--- config.mk ---
export PLATFORM = sky130hd
export DESIGN_NAME = vx_writeback_arb
export DESIGN_NICKNAME = d
export VERILOG_FILES = /design/src/rtl/vx_writeback_arb.sv
export SDC_FILE = /design/constraint.sdc
export NUM_CORES = 1
export LEC_CHECK = 0
export ABC_AREA = 1
export ABC_CLOCK_PERIOD_IN_PS = 1500
export CAP_MARGIN = 25
export CORE_UTILIZATION = 34
export CTS_BUF_LIST = sky130_fd_sc_hd__clkbuf_16
export DETAILED_ROUTE_END_ITERATION = 7
export HOLD_SLACK_MARGIN = 0.05
export PLACE_DENSITY = 0.74
export SLEW_MARGIN = 10
export SYNTH_ARGS = -nofsm -noshare
export SYNTH_HDL_FRONTEND = slang
export SYNTH_SLANG_ARGS = --single-unit
--- constraint.sdc ---
create_clock -name clk -period 1.5 [get_ports clk]
set_input_delay 0.15 -clock clk [delete_from_list [all_inputs] [get_ports clk]]
set_output_delay 0.15 -clock clk [all_outputs]
set_load 0.005 [all_outputs]
--- src/rtl/vx_writeback_arb.sv ---
// Two-source (ALU/MEM) writeback arbiter with round-robin tie-break and a registered
// one-hot register-file write port. Define VX_WB_PERF_COUNT_EN to enable the stall counter.
module vx_writeback_arb #(
  parameter  int NUM_WARPS = 8,
  localparam int NW_BITS   = $clog2(NUM_WARPS)
) (
  input  logic                 clk,
  input  logic                 reset,
  input  logic                 alu_valid,
  output logic                 alu_ready,
  input  logic [NW_BITS-1:0]   alu_warp,
  input  logic                 alu_wb,
  input  logic [4:0]           alu_rd,
  input  logic [31:0]          alu_data,
  input  logic                 mem_valid,
  output logic                 mem_ready,
  input  logic [NW_BITS-1:0]   mem_warp,
  input  logic                 mem_wb,
  input  logic [4:0]           mem_rd,
  input  logic [31:0]          mem_data,
  output logic                 out_valid,
  output logic [NUM_WARPS-1:0] out_wb_warp,
  output logic [4:0]           out_rd,
  output logic [31:0]          out_data,
  output logic [31:0]          out_stall_count
);

  typedef struct packed {
    logic [NW_BITS-1:0] warp;
    logic               wb;
    logic [4:0]         rd;
    logic [31:0]        data;
  } wb_req_t;

  wb_req_t              alu_req, mem_req, sel_req;
  logic                 rr;
  logic                 grant_alu, grant_mem, do_write;
  logic [NUM_WARPS-1:0] warp_dec;

  assign alu_req = '{warp: alu_warp, wb: alu_wb, rd: alu_rd, data: alu_data};
  assign mem_req = '{warp: mem_warp, wb: mem_wb, rd: mem_rd, data: mem_data};

  // rr only matters on a tie; nothing is granted while in reset.
  always_comb begin
    grant_alu = 1'b0;
    grant_mem = 1'b0;
    if (reset) begin
      if (alu_valid && (!mem_valid || !rr)) grant_alu = 1'b1;
      else if (mem_valid)                   grant_mem = 1'b1;
    end
  end

  assign alu_ready = grant_alu;
  assign mem_ready = grant_mem;
  assign sel_req   = grant_mem ? mem_req : alu_req;
  assign do_write  = (grant_alu || grant_mem) && sel_req.wb && (sel_req.rd != 5'd0);

  for (genvar w = 0; w < NUM_WARPS; w++) begin : g_dec
    assign warp_dec[w] = (sel_req.warp == NW_BITS'(w));
  end

  always_ff @(posedge clk) begin
    if (!reset) begin
      out_valid   <= 1'b0;
      out_wb_warp <= '0;
      out_rd      <= '0;
      out_data    <= '0;
      rr          <= 1'b0;
    end else begin
      out_valid   <= do_write;
      out_wb_warp <= do_write ? warp_dec : '0;
      if (do_write) begin
        out_rd   <= sel_req.rd;
        out_data <= sel_req.data;
      end
      if (grant_alu || grant_mem) rr <= grant_alu;
    end
  end

`ifdef VX_WB_PERF_COUNT_EN
  logic [31:0] stall_cnt;
  logic        stall;

  // Only one source can be refused per cycle, so the count advances by at most one.
  assign stall = (alu_valid && !grant_alu) || (mem_valid && !grant_mem);

  always_ff @(posedge clk) begin
    if (!reset)     stall_cnt <= '0;
    else if (stall) stall_cnt <= stall_cnt + 32'd1;
  end

  assign out_stall_count = stall_cnt;
`else
  assign out_stall_count = '0;
`endif

endmodule

==> summary.txt <==
Outcome
  • Status: finished, violations left
  • Failing checks: setup timing

Detailed routing
  • Vias: 2993
  • Average wire per standard cell: 11.5 um
  • Final WL: between 8000 and 9000 um
  • Drt pass-1 iters: 4
  • DRT antenna net count: 0
  • Initial DRC Count: 79
  • DR vias/cell: 4.29
  • # DRC: 0

Setup path
  • Worst reg2reg setup slack: -0.05 ns
  • Slowest cell delay on critical path: ~0.34 ns
  • Critical Path RT: about 1.7 ns
  • Crit-path cells: inv_2 -> nand2_4 -> buf_6 -> nand3b_1 -> nand2_2 -> nand2_2 -> nor2_4 -> nand2_4 -> clkbuf_16 -> nand3_1 -> nand2_1 -> nor2_1
  • Buffers and inverters on the worst path: 3
  • Crit Path Max Fanout: 11
  • Crit path DAT: between 1.5 and 2 ns
  • WS Path Type: reg -> reg
  • Critical Path Start Type: flip-flop
  • CP Capture Type: flip-flop
  • CP delay by family, top: simple AND/OR/NAND/NOR gates
  • Critical Path Slowest Stage Cell: dfxtp_2

GRT
  • Number of global-route vias before repair: 2799
  • All-layer global routing usage: 0.185
  • First-pass GRT wire length: about 13000 um
  • Initial antenna violation count: 0
  • Gr ovfl total: 0
  • Largest net degree at the start of global routing: 37

Cells and area
  • Final nets: just under 700
  • Fin cells: 698
  • Layout cell share with drive strength beyond 1: 0.195
  • Area grow syn2layout: 69.4%
  • Multi-input logic area: 0.00158 sq mm
  • Layout fillers: 736
  • Sequential cell area: 942 sq um
  • Final instance area: 0.00468 sq mm
  • Diodes inserted: 0

STA
  • Final Worst Setup Slack: -0.0456 ns
  • Max Slew Vio Count: 0
  • Period minus WS final: 1.55 ns
  • Endpoints failing setup: 31
  • Max Freq: 647 MHz
  • Fin crit share: 1.03
  • Hold Fails Final Rpt: 0
  • Clock Skew: between 0.005 and 0.006 ns
  • RSZ-0062 raised after global routing: true

Synth
  • Largest family of logic cells by synthesized area: simple AND/OR/NAND/NOR gates
  • Ranking of synthesized cells by area: dfxtp_1, nand2_1, buf_4, nor2_1, nand3_1
  • Leading area contributor after synthesis: dfxtp_1
  • Yosys reg bits: 47
  • Multiplexer share of the synthesized area: 0
  • Adder-cell area share of the yosys netlist: 0
  • Synth Area in Compound Gates: 0.0236
  • Mean Syn Cell Area: 6.19 sq um
  • Xor and xnor area share after synthesis: 0
  • Seq/Total Area, Yosys: 0.341
  • Unique cell type count in the Yosys netlist: 23
  • Post-Syn Instances: about 450
  • Post-synth top area share: 0.341
  • Synth Area in Simple Gates: 0.433
  • Yosys warns: 0
  • Syn Std Cell Area: 0.00276 sq mm

Floorplanning
  • FP Rows: 32
  • Die extent in y: 92.1 um
  • Die width: 92.1 um
  • Die footprint: 0.00848 sq mm
  • Io pins: 166
  • Initial Util: 0.354
  • Core area: roughly 0.0078 sq mm

CTS
  • H-tree depth: 2
  • Clock tree sinks: 47
  • Clk_lat worst skew: ~0.28 ns
  • TritonCTS Buffers: 5
  • TritonCTS clock tree: done
  • Clock transition at path regs: approximately 0.060 ns
  • Longest Clk Path Bufs: 2
  • CTS root buffer: clkbuf_16

Hold path
  • Min-Delay Path Class: in -> reg

Placed design
  • PortBufs: around 130
  • Gpl congestion: 0.813
  • Area after DPL: 0.00420 sq mm
  • Post-Place Cells: approximately 680
  • Detail Placement HPWL: 5970 um

Pwr
  • Worst vdd ir: roughly 0.45 mV
  • Pleak: 2.25 nW
  • Pwr Total: between 0.003 and 0.004 W
  • P per Cell Area: between 700 and 800 mW/mm^2

Job
  • Max_cap viols: 0
## area by class of cell
class	count	area share
timing repair buffer	165	0.357
multi-input combinational	326	0.337
sequential	47	0.201
inverter	51	0.0420
tap	102	0.0273
clock buffer	5	0.0268
clock inverter	2	0.00803
## timing repair
| action | CTS | global route |
|---|---|---|
| gates cloned | 0 | 3 |
| endpoints found under the setup margin | 44 | 48 |
| setup buffers | 3 | 1 |
| pin swaps | 2 | 17 |
| gates resized for setup | 17 | 56 |
| hold buffers | 0 | 0 |
## cells in the mapped netlist (all sizes together)
cell type and instances:
o21bai 1, conb 1, nand3b 2, o21ai 4, buf 47, clkinv 1, a21oi 3, or2 3
a21boi 1, nand2 161, nor2 79, dfxtp 47, clkbuf 6, inv 50, nand3 40
## worst paths after layout
path,start,to,cells after the start
worst min-delay path,mem_valid,rr,5
worst min register to register,out_data[13],out_data[13],2
worst max register to register,rr,out_data[20],12
worst max-delay path,rr,out_data[20],12
## cells in the final DEF, fill, tap and decap left out, types with 4 or more instances in the layout
master,count
nor2_1,55
nor2_2,23
buf_6,7
buf_4,19
nand3_2,23
clkbuf_16,7
inv_1,46
nand3_1,17
clkdlybuf4s50_1,128
nand2_1,147
nand2_2,11
buf_12,4
dfxtp_1,46
conb_1,32
## stage by stage
stage           util  TNS, ns  setup slack, ns  hold WS (ns)
5_1_grt        0.599    -4.43           -0.149         0.458
3_5_place_dp   0.538   -17.04           -0.425         0.468
3_3_place_gp   0.538   -14.59           -0.339         0.464
4_1_cts        0.565   -0.417          -0.0352         0.420
2_1_floorplan      -        0           0.0258         0.389
6_report       0.599   -0.548          -0.0456         0.426
## cell families (layout without fill, tap and decap cells)
group	after synthesis	after routing
AO/OA/AOI/OAI	9	9
other	1	32
AND/OR/NAND/NOR	285	285
buffers and inverters	104	223
flip-flops	47	47
## where the power goes
group | switching, W | internal [W] | total [W]
logic | 0.000444 | 0.000573 | 0.00102
clock network | 0.000445 | 0.000776 | 0.00122
registers | 0.0000514 | 0.00133 | 0.00139
total | 0.000940 | 0.00268 | 0.00362
## tightest hold or removal path, stage by stage
cell           delay [ns]
dlygate4sd2_1        0.21
a21boi_1             0.06
nand2_1              0.08
buf_4                0.11
a21oi_1              0.06
## layer usage
| metal | GRT usage | vias up | part of all wire |
|---|---|---|---|
| li1 | - | 1555 | - |
| met1 | 0.226 | 1313 | 0.43 |
| met2 | 0.326 | 121 | 0.48 |
| met3 | 0.0415 | 4 | 0.080 |
| met4 | 0.0456 | 0 | 0.0070 |
| met5 | 0 | - | 0 |
## registers in the layout, indices dropped and copies added, names as in the netlist
| name | count |
|---|---|
| rr | 1 |
| out_valid | 1 |
| out_rd | 5 |
| out_data | 32 |
| out_wb_warp | 8 |
(Power assumes the default switching activity.)
